`config.mk`:
```
export PLATFORM = sky130hd
export DESIGN_NAME = pixel_readout_flat
export DESIGN_NICKNAME = d
export VERILOG_FILES = /design/src/rtl/pixel_readout_if.sv /design/src/rtl/pixel_readout.sv /design/src/flat_wrapper.sv
export SDC_FILE = /design/constraint.sdc
export NUM_CORES = 1
export LEC_CHECK = 0
export ABC_AREA = 1
export CAP_MARGIN = 30
export CORE_ASPECT_RATIO = 0.5
export CORE_MARGIN = 4
export CORE_UTILIZATION = 45
export DETAILED_ROUTE_END_ITERATION = 10
export PLACE_DENSITY = 0.9
export SETUP_SLACK_MARGIN = 0.02
export SLEW_MARGIN = 20
export SYNTH_ARGS = -nofsm -noshare
export SYNTH_HDL_FRONTEND = slang
export SYNTH_SLANG_ARGS = --single-unit
```
`constraint.sdc`:
```
create_clock -name clk -period 2.75 [get_ports clk]
set_clock_uncertainty 0.05 [all_clocks]
set_input_delay 0.275 -clock clk [delete_from_list [all_inputs] [get_ports clk]]
set_output_delay 0.275 -clock clk [all_outputs]
set_load 0.01 [all_outputs]
```
`src/rtl/pixel_readout_if.sv`:
```
// Pixel stream interface: one pixel per valid/ready transfer, tagged with
// its row/column coordinates and an end-of-frame flag.
interface pixel_readout_if #(
    parameter int W = 4,
    parameter int H = 4
);
    localparam int RW  = (H > 1) ? $clog2(H) : 1;
    localparam int CLW = (W > 1) ? $clog2(W) : 1;

    logic [7:0]     pix_data;
    logic           pix_valid;
    logic           pix_ready;
    logic [RW-1:0]  pix_row;
    logic [CLW-1:0] pix_col;
    logic           pix_last;

    modport master (
        output pix_data, pix_valid, pix_row, pix_col, pix_last,
        input  pix_ready
    );

    modport slave (
        input  pix_data, pix_valid, pix_row, pix_col, pix_last,
        output pix_ready
    );
endinterface

```
`src/rtl/pixel_readout.sv`:
```
// Row-sequenced pixel array readout: enables one row, waits SETTLE extra
// cycles, latches the row from the shared data bus, then streams its pixels.
module pixel_readout #(
    parameter int W      = 4,
    parameter int H      = 4,
    parameter int SETTLE = 2
) (
    input  logic                     clk,
    input  logic                     reset_n,
    input  logic                     start,
    output logic [H-1:0]             readbus,
    input  logic [H-1:0][W-1:0][7:0] databus,
    output logic                     busy,
    output logic                     done,
    pixel_readout_if.master          pix
);
    localparam int RW  = (H > 1) ? $clog2(H) : 1;
    localparam int CLW = (W > 1) ? $clog2(W) : 1;
    localparam int CW  = (SETTLE > 0) ? $clog2(SETTLE + 1) : 1;
    localparam logic [H-1:0] ROW0 = H'(1);

    typedef enum logic [1:0] {IDLE, SELECT, STREAM, FINISH} state_t;

    state_t             state, state_nxt;
    logic [RW-1:0]      row;
    logic [CLW-1:0]     col;
    logic [CW-1:0]      cnt;
    logic [W-1:0][7:0]  rowbuf;
    logic               xfer, row_end, frame_end, capture;

    assign xfer      = (state == STREAM) && pix.pix_ready;
    assign row_end   = (col == CLW'(W - 1));
    assign frame_end = row_end && (row == RW'(H - 1));
    assign capture   = (state == SELECT) && (cnt == CW'(SETTLE));

    // State register
    always_ff @(posedge clk or negedge reset_n) begin
        if (!reset_n) state <= IDLE;
        else          state <= state_nxt;
    end

    // Next-state and outputs; all outputs decode from state so reset clears
    // them without waiting for a clock edge
    always_comb begin
        state_nxt     = state;
        readbus       = '0;
        busy          = 1'b1;
        done          = 1'b0;
        pix.pix_valid = 1'b0;
        pix.pix_data  = 8'h00;
        pix.pix_last  = 1'b0;
        pix.pix_row   = row;
        pix.pix_col   = col;
        case (state)
            IDLE: begin
                busy = 1'b0;
                if (start) state_nxt = SELECT;
            end
            SELECT: begin
                readbus = ROW0 << row;
                if (capture) state_nxt = STREAM;
            end
            STREAM: begin
                pix.pix_valid = 1'b1;
                pix.pix_data  = rowbuf[col];
                pix.pix_last  = frame_end;
                if (xfer && row_end) state_nxt = frame_end ? FINISH : SELECT;
            end
            FINISH: begin
                done      = 1'b1;
                state_nxt = IDLE;
            end
            default: state_nxt = IDLE;
        endcase
    end

    // Row/column/settle counters and row buffer; the buffer only loads on
    // the capture edge so the data bus is ignored while streaming
    always_ff @(posedge clk or negedge reset_n) begin
        if (!reset_n) begin
            row    <= '0;
            col    <= '0;
            cnt    <= '0;
            rowbuf <= '0;
        end else begin
            case (state)
                IDLE: begin
                    if (start) begin
                        row <= '0;
                        col <= '0;
                        cnt <= '0;
                    end
                end
                SELECT: begin
                    if (capture) begin
                        rowbuf <= databus[row];
                        col    <= '0;
                    end else begin
                        cnt <= cnt + CW'(1);
                    end
                end
                STREAM: begin
                    if (xfer) begin
                        if (!row_end) begin
                            col <= col + CLW'(1);
                        end else if (!frame_end) begin
                            row <= row + RW'(1);
                            cnt <= '0;
                        end
                    end
                end
                default: ;
            endcase
        end
    end
endmodule

```
`src/flat_wrapper.sv`:
```
// flat-port wrapper written by rule: the top's interface ports become plain ports
module pixel_readout_flat 
#(
    parameter int W      = 4,
    parameter int H      = 4,
    parameter int SETTLE = 2
)
  (clk, reset_n, start, readbus, databus, busy, done, pix_pix_data, pix_pix_valid, pix_pix_row, pix_pix_col, pix_pix_last, pix_pix_ready);
  pixel_readout_if #(.W(W), .H(H)) pix_i ();
  input  logic clk;
  input  logic reset_n;
  input  logic start;
  output logic [H-1:0] readbus;
  input  logic [H-1:0][W-1:0][7:0] databus;
  output logic busy;
  output logic done;
  output wire logic [$bits(pix_i.pix_data)-1:0] pix_pix_data;
  output wire logic [$bits(pix_i.pix_valid)-1:0] pix_pix_valid;
  output wire logic [$bits(pix_i.pix_row)-1:0] pix_pix_row;
  output wire logic [$bits(pix_i.pix_col)-1:0] pix_pix_col;
  output wire logic [$bits(pix_i.pix_last)-1:0] pix_pix_last;
  input wire logic [$bits(pix_i.pix_ready)-1:0] pix_pix_ready;
  assign pix_pix_data = pix_i.pix_data;
  assign pix_pix_valid = pix_i.pix_valid;
  assign pix_pix_row = pix_i.pix_row;
  assign pix_pix_col = pix_i.pix_col;
  assign pix_pix_last = pix_i.pix_last;
  assign pix_i.pix_ready = pix_pix_ready;
  pixel_readout #(.W(W), .H(H), .SETTLE(SETTLE)) u_core (.clk(clk), .reset_n(reset_n), .start(start), .readbus(readbus), .databus(databus), .busy(busy), .done(done), .pix(pix_i));
endmodule
```
==> flow_summary_export.csv <==
group,metric,value,unit
floorplan,initial_core_util,46.5,%
timing,fin_crit_sh,88.4,%
synth,synthDistinctLibCells,19,
cts,clk_pin_slew_worst_paths,60,ps
timing,hold_viol,0,
pwr,p_per_area,733,mW/mm²
synth,synth_cells,529,
timing,max_freq,411,MHz
synth,synth_seq_area_share,32.2,%
cts,clk_latency,280,ps
timing,setup_tns,0,ps
critical_path,cp_max_fo,19,
place,dp_hpwl,7590,µm
synth,ys_ff_latch,40,
cts,cts-resized-gates,0,
critical_path,reg2reg_depth,6,
grt,antenna_found_initial,0,
floorplan,die_h,66.8,µm
cts,cts.sinks,40,
pwr,swShare,42.4,%
timing,tightest_slew,852,ps
grt,overflow,0,
detailed_routing,firstDrtPassIters,4,
synth,netlist_area,0.00311,mm²
pwr,clock_power_share,18.7,%
critical_path,slowest_stage,"dfrtp_1",
grt,grtUsageTotal,23.6,%
place,numPortBuffers,151,
critical_path,crit_required,2420,ps
critical_path,r2r-start,"u_core.cnt[0]",
critical_path,cp_data_arrival_time,2110,ps
cts,cts_buffer_depth,2,
floorplan,pin_count,152,
pwr,p_leak,2.24,nW
detailed_routing,drc,0,
critical_path,r2r_end,"u_core.rowbuf[10]",
timing,rsz0062_at_grt,"false",
critical_path,max_stage_delay,720,ps
timing,setup_viol,0,
grt,grt_start_max_net_pins,63,
critical_path,crit_start,"u_core.pix.pix_col[0]",
finish,final_layout_size_suffix_gt1_share,3.64,%
place,place_congestion,0.822,
cts,hold_buffers,0,
detailed_routing,wire_per_inst,13.3,µm
finish,num-nets-final,797,
pwr,pwr-share-comb,48.5,%
critical_path,worst-path-buf-inv,2,
finish,multiInputGateArea,0.00184,mm²
finish,seqCellArea,0.00100,mm²
cts,h-tree-depth,2,
floorplan,chipWidth,126,µm
finish,area_growth,52.6,%
finish,nFillCells,581,
timing,slew_viol_final,0,
floorplan,core,0.00670,mm²
critical_path,crit_path_end,"pix_pix_data[1]",
critical_path,end_kind,"output pin",
synth,syn_nets,667,
detailed_routing,vias,3700,
detailed_routing,drt_iter0_drc,283,
detailed_routing,via_per_inst,4.92,
floorplan,dieArea,0.00839,mm²
hold_path,min_path_type,"in -> async",
grt,grt_pass1_wl,16200,µm
run_status,status,"completed",
place,dp_slack,639,ps
flow_run,max-cap-violations,0,
cts,postCtsSetupBuffers,0,
grt,grt_pass1_vias,3556,
detailed_routing,wl,10000,µm
critical_path,rrSetupSlack,800,ps
timing,setup_slack,318,ps
critical_path,start_kind,"flop",
synth,avgSynthCellArea,5.88,µm²
cts,cts_inserted_buffers,5,
timing,max-slew-margin-rel,43.2,%
critical_path,crit_family,"buffers and inverters",
timing,finalCriticalPeriod,2430,ps
floorplan,core.rowCount,21,
critical_path,crit_type,"reg -> out",
detailed_routing,ant_nets,0,
pwr,irDropWorstVdd,0.000403,V
finish,antenna_cells,0,
critical_path,worstPathCellList,"inv_2, o21ai_0, a21oi_1, clkdlybuf4s50_1",
cts,root_buffer,"clkbuf_16",
pwr,p_int,0.00201,W
synth,yosysWarnings,0,
pwr,pwr-share-seq,32.8,%
pwr,p_sw,0.00148,W
cts,cts_tree,"built",
critical_path,crit_cells,4,
==> routing by layer <==
| metal | up-vias | global-route usage (%) | part of all wire (%) |
|---|---|---|---|
| li1 | 1913 | - | - |
| met3 | 10 | 4.88 | 5.4 |
| met4 | 0 | 3.51 | 1.1 |
| met2 | 94 | 44.8 | 50 |
| met1 | 1683 | 28.6 | 44 |
| met5 | - | 0 | 0 |
==> through the flow <==
stage / instances / power, W / cell area (µm²) / utilization [%] / hold slack, ps
after floorplan: 529 / 0.00226 / 3110 / - / -70.6
after CTS: 752 / 0.00347 / 4750 / 70.9 / 83.7
after detailed placement: 744 / 0.00282 / 4590 / 68.5 / 380
after global routing: 752 / 0.00380 / 4750 / 70.9 / 122
final: 752 / 0.00348 / 4750 / 70.9 / 47.1
after global placement: 744 / 0.00277 / 4590 / 68.5 / 369
==> worst min-delay path by stage <==
stage / slack, ps / cells after the start / endpoint / startpoint
after detailed placement: 380 / 1 / u_core.cnt[1] / reset_n
final: 50 / 1 / u_core.cnt[1] / reset_n
after CTS: 80 / 1 / u_core.cnt[1] / reset_n
after floorplan: -70 / 0 / u_core.cnt[0] / reset_n
after global routing: 120 / 1 / u_core.cnt[1] / reset_n
after global placement: 370 / 1 / u_core.cnt[1] / reset_n
==> area by class of cell <==
cell class	count	share of cell area [%]
clock buffers	6	2.71
clock inverters	2	0.737
inverters	24	1.90
multi-input cells	432	38.6
flip-flops and latches	40	21.1
well taps	92	2.42
repair buffers	156	32.5
==> power by group through the flow <==
stage                     clock, W  sequential [W]  combinational [W]
after floorplan                  0        0.000994            0.00126
after global placement           0         0.00114            0.00163
after detailed placement         0         0.00113            0.00168
after CTS                 0.000646         0.00113            0.00169
after global routing      0.000677         0.00117            0.00195
final                     0.000649         0.00114            0.00169
==> cell usage in the layout, fill, tap and decap left out <==
cell             synthesis  routed
a21oi_1                  9       9
buf_2                   23       1
buf_4                    1       5
bufinv_16                0       1
clkbuf_1                 5       1
clkbuf_16                0       5
clkdlybuf4s50_1          0     150
clkinv_2                 0       1
dfrtp_1                 40      39
dfrtp_2                  0       1
ha_1                     6       6
inv_1                   17      17
inv_2                    7       7
nand2_1                146     146
nand2_2                  1       1
nand3_1                  7       7
nand3_4                  1       1
nand4_1                  4       4
nor2_1                 171     171
nor2_4                   1       1
nor3_1                   1       1
o21ai_0                 32      32
o21ai_1                 53      53
==> kinds of logic (layout without fill, tap and decap cells) <==
| group | count (synthesis) | in the layout | synth area share [%] |
|---|---|---|---|
| AO/OA/AOI/OAI | 94 | 94 | 15.1 |
| adder cells (fa/ha/maj) | 6 | 6 | 2.41 |
| buffers and inverters | 57 | 188 | 8.88 |
| flip-flops | 40 | 40 | 32.2 |
| AND/OR/NAND/NOR | 332 | 332 | 41.4 |
==> registers in the layout (all words and copies together) (netlist names) <==
signal	cells
u_core.cnt	2
u_core.pix.pix_col	2
u_core.pix.pix_row	2
u_core.rowbuf	32
u_core.state	2
==> synthesized netlist by cell type (all sizes together) <==
master,number,area share (%)
ha,6,2.4
a21oi,9,1.4
nand2,147,18
buf,28,5.4
nor3,1,0.16
inv,24,2.9
nor2,172,21
dfrtp,40,32
clkbuf,5,0.60
nand4,4,0.80
nand3,8,1.7
o21ai,85,14
No activity file was read; power rests on OpenSTA's default activity.
